### src/rtl/mem_2p_init.sv
// Simple dual-port RAM: byte-enable writes, zero-fill after reset, 1- or 2-cycle registered reads.
// Define MEM_BYPASS_EN for write-first same-address collisions; the default build is read-first.
module mem_2p_init #(
   parameter  int DATA_WIDTH   = 32,
   parameter  int DEPTH        = 16,
   parameter  int READ_LATENCY = 1,
   localparam int ADDR_WIDTH   = $clog2(DEPTH),
   localparam int BE_WIDTH     = DATA_WIDTH / 8
) (
   input  logic                  clk,
   input  logic                  rst_n,
   input  logic                  wr_en,
   input  logic [ADDR_WIDTH-1:0] wr_addr,
   input  logic [BE_WIDTH-1:0]   wr_be,
   input  logic [DATA_WIDTH-1:0] wr_data,
   input  logic                  rd_en,
   input  logic [ADDR_WIDTH-1:0] rd_addr,
   output logic [DATA_WIDTH-1:0] rd_data,
   output logic                  rd_valid,
   output logic                  rd_err,
   output logic                  init_done
);

   typedef enum logic {ST_INIT, ST_READY} state_e;

   localparam logic [ADDR_WIDTH:0]   DEPTH_W  = (ADDR_WIDTH+1)'(DEPTH);
   localparam logic [ADDR_WIDTH-1:0] LAST_PTR = ADDR_WIDTH'(DEPTH - 1);

   logic [DATA_WIDTH-1:0] mem_q [DEPTH];

   state_e                state_q, state_d;
   logic [ADDR_WIDTH-1:0] ptr_q, ptr_d;
   logic                  clr_en;
   logic                  ready;
   logic                  wr_acc;
   logic                  rd_acc;
   logic                  rd_oor;
   logic [DATA_WIDTH-1:0] rd_word;

   logic [READ_LATENCY:0]                 vld_pipe;
   logic [READ_LATENCY:0]                 err_pipe;
   logic [READ_LATENCY:0][DATA_WIDTH-1:0] dat_pipe;

   always_ff @(posedge clk or negedge rst_n) begin
      if (!rst_n) begin
         state_q <= ST_INIT;
         ptr_q   <= '0;
      end else begin
         state_q <= state_d;
         ptr_q   <= ptr_d;
      end
   end

   always_comb begin
      state_d = state_q;
      ptr_d   = ptr_q;
      clr_en  = 1'b0;
      case (state_q)
         ST_INIT: begin
            clr_en = 1'b1;
            ptr_d  = ptr_q + 1'b1;
            if (ptr_q == LAST_PTR) begin
               state_d = ST_READY;
               ptr_d   = '0;
            end
         end
         ST_READY: state_d = ST_READY;
         default:  state_d = ST_INIT;
      endcase
   end

   assign ready     = (state_q == ST_READY);
   assign init_done = ready;
   assign wr_acc    = ready && wr_en && ({1'b0, wr_addr} < DEPTH_W);
   assign rd_acc    = ready && rd_en;
   assign rd_oor    = !({1'b0, rd_addr} < DEPTH_W);

   // Storage has no reset; the INIT sweep is what defines its contents.
   always_ff @(posedge clk) begin
      if (clr_en) begin
         mem_q[ptr_q] <= '0;
      end else if (wr_acc) begin
         for (int b = 0; b < BE_WIDTH; b++)
            if (wr_be[b]) mem_q[wr_addr][8*b +: 8] <= wr_data[8*b +: 8];
      end
   end

   // The array is sampled alongside the request, so an unbypassed collision sees pre-write data.
`ifdef MEM_BYPASS_EN
   logic collide;
   assign collide = wr_acc && (wr_addr == rd_addr);

   always_comb begin
      rd_word = '0;
      if (!rd_oor) begin
         rd_word = mem_q[rd_addr];
         if (collide)
            for (int b = 0; b < BE_WIDTH; b++)
               if (wr_be[b]) rd_word[8*b +: 8] = wr_data[8*b +: 8];
      end
   end
`else
   always_comb begin
      rd_word = '0;
      if (!rd_oor) rd_word = mem_q[rd_addr];
   end
`endif

   always_ff @(posedge clk or negedge rst_n) begin
      if (!rst_n) begin
         vld_pipe <= '0;
         err_pipe <= '0;
         dat_pipe <= '0;
      end else begin
         vld_pipe[0] <= rd_acc;
         err_pipe[0] <= rd_acc && rd_oor;
         if (rd_acc) dat_pipe[0] <= rd_word;
         for (int i = 1; i <= READ_LATENCY; i++) begin
            vld_pipe[i] <= vld_pipe[i-1];
            err_pipe[i] <= err_pipe[i-1];
            if (vld_pipe[i-1]) dat_pipe[i] <= dat_pipe[i-1];
         end
      end
   end

   assign rd_valid = vld_pipe[READ_LATENCY];
   assign rd_err   = err_pipe[READ_LATENCY];
   assign rd_data  = dat_pipe[READ_LATENCY];

endmodule

### config.mk
export PLATFORM = sky130hd
export DESIGN_NAME = mem_2p_init
export DESIGN_NICKNAME = d
export VERILOG_FILES = /design/src/rtl/mem_2p_init.sv
export SDC_FILE = /design/constraint.sdc
export NUM_CORES = 1
export LEC_CHECK = 0
export CAP_MARGIN = 20
export CORE_MARGIN = 2
export CORE_UTILIZATION = 55
export CTS_CLUSTER_SIZE = 10
export DETAILED_ROUTE_END_ITERATION = 8
export GPL_TIMING_DRIVEN = 0
export PLACE_DENSITY = 0.73
export SYNTH_ARGS = -nofsm -noshare
export SYNTH_HDL_FRONTEND = slang
export SYNTH_SLANG_ARGS = --single-unit
### constraint.sdc
create_clock -name clk -period 2.95 [get_ports clk]
set_input_delay 0.885 -clock clk [delete_from_list [all_inputs] [get_ports clk]]
set_output_delay 0.885 -clock clk [all_outputs]
set_load 0.01 [all_outputs]
## Word level (Yosys, flattened, before mapping)

Memories as Yosys holds them, arrays and structs flattened. A register that Yosys moved wholly into a read port is not among the register bits.
Index checks and enable logic that the tools add are counted.

| operators by class | value |
|---|---|
| reductions and logical operators | 4 |
| multiplexer cells | 23 |
| add/sub/neg operators | 1 |
| bitwise gates (word level) | 1 |
| div/mod/pow operators | 0 |
| multiply operators | 0 |
| magnitude comparators | 0 |
| shifts and indexed selects | 0 |
| eq/ne operators | 1 |

Operators by type and width:

| operator | number |
|---|---|
| $mux 32 | 1 |
| $reduce_or 32->1 | 1 |
| $mux 1 | 18 |
| $mux 4 | 3 |
| $add 4x1->4 const B | 1 |
| $eq 4x4->1 const B | 1 |
| $logic_and 1x1->1 | 2 |
| $pmux 1 s2 | 1 |
| $logic_not 1->1 | 1 |
| $not 1->1 | 1 |

| word-level totals | value |
|---|---|
| memories kept | 1 |
| bits of input ports | 48 |
| bits in latches | 0 |
| logic and storage cells | 35 |
| output and inout bits | 35 |
| ROM bits | 0 |
| bits in writable memories | 512 |
| bits in registers | 39 |

Memories:

| name | depth | bits a word | rd ports | clocked after memory_dff | wr ports | line | text |
|---|---|---|---|---|---|---|---|
| mem_q | 16 | 32 | 1 | 1 | 1 | 29 | `logic [DATA_WIDTH-1:0] mem_q [DEPTH];` |

## Depth between registers and ports, before layout

Gate-level depths: netlist (run 1).

| depth | value |
|---|---|
| word-level depth | 6 |
| depth in mapped cells | 7 |
| depth with buffers taken out | 4 |

## Worst setup path before layout (run 1)

No wires, ideal clock.

| path | value |
|---|---|
| kind | input-to-reg |
| start | input wr_be[0] |
| end | memory mem_q[5][0], enable pin |
| stages on the path | 6 |
| required time | 2.567 ns |
| slack | 0.126 ns |
| setup time | 0.383 ns |
| arrival | 2.441 ns |
| path through | nor4_4 > nor2_4 > buf_8 > mux2i_4 > buf_6 > nor3_1 |

| on the way | value |
|---|---|
| cells in the longest elaborated chain, start to end | 6 |
| elaborated cells on any way between the ends | 7 |

RTL lines:

| what | line | text |
|---|---|---|
| start: declaration | 14 | `input logic [BE_WIDTH-1:0] wr_be,` |
| $mux 1 (*) | 84 | `if (wr_be[b]) mem_q[wr_addr][8*b +: 8] <= wr_data[8*b +: 8];` |
| $mux 1 (*) | 82 | `end else if (wr_acc) begin` |
| $mux 1 (*) | 80 | `if (clr_en) begin` |
| $mux 1 (implied by the code) (*) | 84 |  |
| $reduce_or 32->1 (no line) | n/a |  |
| $mux 4 (no line) | n/a |  |
| end: declaration | 29 |  |

Mark *: on every way between the ends. The rest lies on a longest branch, timed or not.

## Final worst setup path (run 1)

| path | value |
|---|---|
| start | input wr_be[0] |
| end | memory mem_q[1][25], enable pin |

| on the way | value |
|---|---|
| cells in the longest elaborated chain, start to end | 6 |
| elaborated cells on any way between the ends | 7 |

RTL lines:

| what | line |
|---|---|
| $mux 1 (*) | 84 |
| $mux 1 (*) | 82 |
| $mux 1 (*) | 80 |
| $mux 1 (implied by the code) (*) | 84 |
| $reduce_or 32->1 (no line) (*) | n/a |
| $mux 4 (no line) | n/a |

Marked as above.

==> results of run 1 <==
[cell type report]
cell class	instances	share of cell area [%]
flip-flops and latches	583	61.8
multi-input cells	744	21.9
clock buffers	120	7.26
repair buffers	119	4.07
plain buffers	120	2.46
well taps	539	2.43
inverters	1	0.0135
[where the power goes]
part	internal, mW	switching (mW)	total, mW
combinational	0.602	0.839	1.44
sequential	9.15	0.0913	9.24
clock	4.59	3.06	7.65
[metal layers]
layer / share of wire (%) / global-route usage, %
met1: 38 / 36.2
met2: 47 / 43.1
met3: 10 / 6.93
met4: 4.8 / 14.3
met5: 0.031 / 0
[through the flow]
stage          setup WS, ns  instance area, sq um  cells  hold slack [ns]  setup TNS [ns]
2_1_floorplan         0.126                 23400   1448            0.352               0
3_3_place_gp          -2.22                 24800   2066            0.367         -800.95
3_5_place_dp         -0.799                 25200   2097            0.372         -488.25
4_1_cts              -0.106                 27500   2217            0.280           -6.62
5_1_grt              -0.177                 27700   2226            0.309           -3.72
6_report             -0.144                 27700   2226            0.283           -2.76
[cells in the final DEF, fill, tap and decap left out, types with 16 or more instances in the layout]
master	instances
clkbuf_1	74
nor3_4	43
clkbuf_16	73
a21oi_1	33
and2_1	29
buf_4	54
a22oi_1	74
edfxtp_1	512
clkdlybuf4s50_1	78
mux2i_1	256
nand2_1	114
nand3_1	75
nand4_1	22
nor3_2	16
mux2_2	33
buf_2	48
dfrtp_1	71
[final timing paths]
check | startpoint | end | slack, ns | cells after the start
hold / removal | rst_n | dat_pipe[3] | 0.28 | 1
setup reg to reg | init_done | mem_q[2][16] | 0.33 | 5
setup / recovery | wr_be[0] | mem_q[1][25] | -0.14 | 7
max in group asynchronous | rst_n | dat_pipe[14] | 2.03 | 2
hold reg to reg | vld_pipe[0] | vld_pipe[1] | 0.38 | 0
min in group clk | vld_pipe[0] | vld_pipe[1] | 0.38 | 0
[state kept, by name (all words and copies together), names as in the netlist]
name / flops
mem_q: 512
init_done: 1
ptr_q: 4
rd_data: 32
dat_pipe: 32
vld_pipe: 2
[timing repair]
action,in CTS,in global routing
gates resized for setup,41,40
cloned,0,0
pin swaps,0,6
setup buffers,0,7
setup endpoints to repair,319,262
[logic make-up after synthesis]
group                      after synthesis  share of synthesized area (%)
DFF                                    583                           73.4
and+or+nand+nor                        329                           7.06
muxes                                  297                           13.2
buffers and inverters                  121                           2.89
AOI/OAI and AO/OA                      115                           3.33
adders and majority gates                1                         0.0535
other                                    1                         0.0160
xor gates and xnor gates                 1                         0.0375
==> impl_results.md, run 1 <==
- Outcome: finished, violations left
- Failing checks: setup timing
- First DRT Iteration DRCs: between 1500 and 2000
- Yosys cell types: 35
- Global route overflow: 0
- Remaining DRCs: 0
- Fillers: about 2800
- Post-route clock period utilization: 105%
- H-tree levels: 3
- Nets: between 1500 and 2000
- Worst path required time: around 3.2 ns
- Buf/Inv on CP: 3
- CTS tree: yes
- DR vias: 13800
- # diodes: 0
- Largest net degree at the start of global routing: 43
- Worst-path fanout max: 10
- Critical path's slowest cell: nor3_2
- Vias in the first global route: 13600
- Root Buffer: clkbuf_16
- Synth area leaders: edfxtp_1, mux2i_1, dfrtp_1
- Fin util: about 66%
- Setup-failing EPs final: 45
- Number of port buffers: between 70 and 80
- Worst-case clock buffer depth: 3
- Storage element area: approximately 17000 sq um
- Routed wire length per instance: around 27 um
- Slew headroom: 29.6%
- Row count: 75
- Total Power: between 15 and 20 mW
- Detail Placement HPWL: 39300 um
- Commonest cells in the netlist: edfxtp_1, mux2i_1, nand2_1, nand3_1, a22oi_1
- Crit path arrival time: between 3 and 4 ns
- Unrepaired setup endpoints after global routing: yes
- Clock skew: roughly 0.017 ns
- Flops & latches, synth: slightly below 600
- Synthesis-to-layout area growth: 18.7%
- Die Wd: between 200 and 250 um
- Skew-Pair Late Insertion Delay: roughly 0.58 ns
- Drt total wl: between 60000 and 70000 um
- Worst setup EP type: flop
- Worst VDD drop: around 0.43 mV
- Final RePlAce weighted congestion: about 0.86
- Min setup slack post-route: -0.144 ns
- Fmax: 323 MHz
- Hold buffer count at CTS: 0
- Crit-path leading delay family: simple AND/OR/NAND/NOR gates
- CTS Sinks: roughly 580
- Final Hold Vio Count: 0
- Post-Syn Nets: between 1000 and 1500
- Tot GR Track Use: between 20% and 30%
- Ys flop type: edfxtp_1
- Slowest cell delay on critical path: between 0.7 and 0.8 ns
- DRT Pass-1 Iters: 8
- Synth async-reset ratio: between 10 and 15%
- Share of cells above drive strength 1: around 18%
- Vias per cell: 6.18
- Critical-path cell list: clkdlybuf4s50_1 > nor4_4 > nor2_4 > buf_8 > mux2i_4 > buf_4 > nor3_2
- Synthesized cell area: approximately 23000 sq um
- CTS buffer count: 68
- Clock transition at path regs: 0.05 ns
- Max cap viols: 0
- Initial Utilization: 55.7%
- Power density over cell area: 661 nW/um^2
- Multi-input logic area: slightly above 6000 sq um
- Dominant cell by count in the synthesized netlist: edfxtp_1
- Yosys top cell area share: about 66%
- Core area: ~42000 sq um
- Number of synthesized flops with an enable pin: about 500
- Chip Height: around 210 um
- Tightest Hold Check Type: in2async
- Die area: approximately 44000 sq um
- Post-synthesis sequential area ratio: around three quarters
- Final Critical Period: 3.09 ns
- Synth warn: 0
- Final antenna-violating net count: 0
- Number of antenna violations at the first check in global routing: 1
- Worst setup SP type: input pin
- LEAKAGE: between 10 and 15 nW
- Ports: 83
- Leading area contributor after synthesis: edfxtp_1
- Average cell area after synthesis: between 15 and 20 sq um
- First-pass GRT wire length: between 80000 and 90000 um
- Max Slew Vio Count: 0
- Post-synthesis cell count: ~1400
- Measured slew at the worst slew-check pin: between 1 and 1.5 ns
- CP Class: in2reg
Power figures use the tool's default switching activity.
==> run 2: changes to the inputs <==
==> constraint.sdc (replaced) <==
create_clock -name clk -period 4 [get_ports clk]
set_input_delay 1.2 -clock clk [delete_from_list [all_inputs] [get_ports clk]]
set_output_delay 1.2 -clock clk [all_outputs]
set_load 0.01 [all_outputs]
==> run 2 against run 1 <==
  * The run now ends clean
  * First-iteration DRC count grew 3.0%
  * Sequential share of layout area up 1.1 points
  * Global-route usage fell by 0.13 points
  * Clock skew about the same
  * Design area decreased by 1.8%
  * Die area stayed put
  * Final cell count decreased by 0.40%
  * Largest cell class unchanged
==> impl_results.md, run 2 (synthesis results as in run 1) <==
- Outcome: completed
- Worst-case clock buffer depth: 3 (unchanged)
- Die Wd: 210 um (unchanged)
- DR vias: 13700 (-0.44%)
- Crit path arrival time: 3.83 ns (+0.54 ns)
- Hold Crit Depth: 0
- Fmax: 281 MHz
- Total Neg Setup Slack: 0 ns (+2.76 ns)
- First-pass GRT wire length: 86400 um (-0.43%)
- Reg2reg path depth: 6 (+1)
- M3 GR Usage: 5.91% (-1.0 points)
- Fillers: 2879 (+2.5%)
- Min setup slack post-route: 0.448 ns (+0.592 ns)
- Placed Area: 25200 sq um (unchanged)
- Tightest Hold Check Type: reg2reg
- Share of cells above drive strength 1: 15.9% (-2.2 points)
- Register with the most flip-flops: mem_q
- H-tree levels: 3 (unchanged)
- Root Buffer: clkbuf_16
- First DRT Iteration DRCs: 1558 (+3.0%)
- Synthesis-to-layout area growth: 16.6%
- CP Class: in2reg
- Routed wire length per instance: 27.0 um (-0.65%)
- Total Power: 13.5 mW (-27%)
- CTS tree: yes
- Chip Height: 210 um (unchanged)
- Vias in the first global route: 13500 (-0.63%)
- Multi-input logic area: 5700 sq um (-6.3%)
- Reg2reg end: mem_q[10][20]
- Nets: 1677 (-0.53%)
- Leading cell type in the layout, fill and taps excluded: edfxtp_1
- Number of port buffers: 79 (unchanged)
- Final RePlAce weighted congestion: 0.863 (unchanged)
- Grt peak-use layer: met2
- Remaining DRCs: 0 (unchanged)
- Unrepaired setup endpoints after global routing: no
- DRT Pass-1 Iters: 6 (-2)
- Post-cts resize count: 0 (-100%)
- CP Capture Point: mem_q[10][20]
- Worst setup SP type: input pin
- LEAKAGE: 10.5 nW (-4.0%)
- Measured slew at the worst slew-check pin: 1.11 ns (+0.0532 ns)
- # diodes: 0 (unchanged)
- Final Hold Vio Count: 0 (unchanged)
- Initial Utilization: 55.7% (unchanged)
- Flop2flop setup slack: 1.32 ns (+0.99 ns)
- Clock skew: 0.0171 ns (+0.000413 ns)
- Storage element area: 17200 sq um (unchanged)
- Die area: 44200 sq um (unchanged)
- CTS buffer count: 68 (unchanged)
- Final Critical Period: approximately 3.6 ns
- CTS Sinks: 583 (unchanged)
- Met2 Resource Use GR: 43.4% (+0.24 points)
- Worst setup EP type: flop
- Worst-path fanout max: 10 (unchanged)
- M1 GR Usage: 36.9% (+0.61 points)
- Max Slew Vio Count: 0 (unchanged)
- Critical-path cell list: clkdlybuf4s50_1 > nor4_4 > nor2_4 > mux2i_2 > buf_2 > nor3_1 > buf_2
- Crit Reg-Reg Startpoint: init_done
- Largest net degree at the start of global routing: 43 (unchanged)
- Detail Placement HPWL: 39300 um (unchanged)
- Critical path's slowest cell: nor3_1
- Post-route clock period utilization: about nine tenths
- Finished Cell Area: 27200 sq um (-1.8%)
- Crit path from: wr_be[0]
- Slowest cell delay on critical path: 0.72 ns (about the same)
- Skew-Pair Late Insertion Delay: 0.58 ns (about the same)
- Clock transition at path regs: 0.05 ns (about the same)
- Core area: 41900 sq um (unchanged)
- Drt total wl: 59900 um (-1.0%)
- Pre-CTS setup slack: -0.0639 ns (+0.735 ns)
- Worst path required time: 4.27 ns (+1.12 ns)
- Ports: 83 (unchanged)
- Tot GR Track Use: 27.5% (-0.13 points)
- Number of antenna violations at the first check in global routing: 1 (unchanged)
- Row count: 75 (unchanged)
- Power density over cell area: 495 nW/um^2 (-25%)
- Final antenna-violating net count: 0 (unchanged)
- Fin util: 64.9% (-1.2 points)
- Hold buffer count at CTS: 0 (unchanged)
- Vias per cell: 6.18 (about the same)
- Most used cell, CP: buf_2
- Worst VDD drop: 0.322 mV (-26%)
- Largest register FFs: 512 (unchanged)
- Global route overflow: 0 (unchanged)
- Slew headroom: 25.7% (-3.9 points)
- Max cap viols: 0 (unchanged)
- Most frequent cells in the layout: edfxtp_1, mux2i_1, nand2_1, clkbuf_1, clkdlybuf4s50_1
- Setup-failing EPs final: 0 (-100%)
- Post-CTS setup buffers: 0 (unchanged)
run 2: changes by cell type in the layout (fill, tap and decap cells not counted), sizes merged:
| cell | previous run | this run |
|---|---|---|
| buf | 127 | 119 |
| clkdlybuf4s15 | 1 | 0 |
run 2: area by class of cell:
cell class	count	area share (%)
flip-flops and latches	583	63.0
plain buffers	120	2.46
clock buffers	120	7.39
multi-input cells	744	20.9
well taps	539	2.48
inverters	1	0.0138
repair buffers	110	3.77
run 2: worst max-delay path, delay by kind of cell:
kind | cells | cell delay, ns
buf+inv | 3 | 1.13
mux | 1 | 0.31
simple gates | 3 | 1.18
run 2: stage by stage:
step           hold WS (ns)  std cells
4_1_cts               0.384       2217
2_1_floorplan         0.352       1448
3_3_place_gp          0.367       2066
6_report              0.378       2217
5_1_grt               0.389       2217
3_5_place_dp          0.372       2097
run 2: report_power, final:
| part | internal [mW] | switching, mW |
|---|---|---|
| registers | 6.75 | 0.0670 |
| clock network | 3.38 | 2.25 |
| logic | 0.435 | 0.585 |
run 2: worst min path at each step:
stage	end	start	slack, ns
global route	vld_pipe[1]	vld_pipe[0]	0.39
global placement	vld_pipe[1]	vld_pipe[0]	0.37
finish	vld_pipe[1]	vld_pipe[0]	0.38
detailed placement	vld_pipe[1]	vld_pipe[0]	0.37
CTS	vld_pipe[1]	vld_pipe[0]	0.38
floorplan	vld_pipe[1]	vld_pipe[0]	0.35
run 2: routing by layer:
metal | vias to the layer above | share of wire [%]
met3 | 164 | 9.7
met4 | 0 | 4.3
met1 | 6900 | 39
met5 | - | 0
met2 | 772 | 47
li1 | 5870 | -
==> run 3: changes to the inputs <==
--- a/config.mk
+++ b/config.mk
@@ -12,6 +12,7 @@
 export DETAILED_ROUTE_END_ITERATION = 8
 export GPL_TIMING_DRIVEN = 0
 export PLACE_DENSITY = 0.73
+export SETUP_SLACK_MARGIN = 0.2
 export SYNTH_ARGS = -nofsm -noshare
 export SYNTH_HDL_FRONTEND = slang
 export SYNTH_SLANG_ARGS = --single-unit
==> results of run 3 <==
Same layout as run 2: the final DEF is identical, and so are final timing and power.
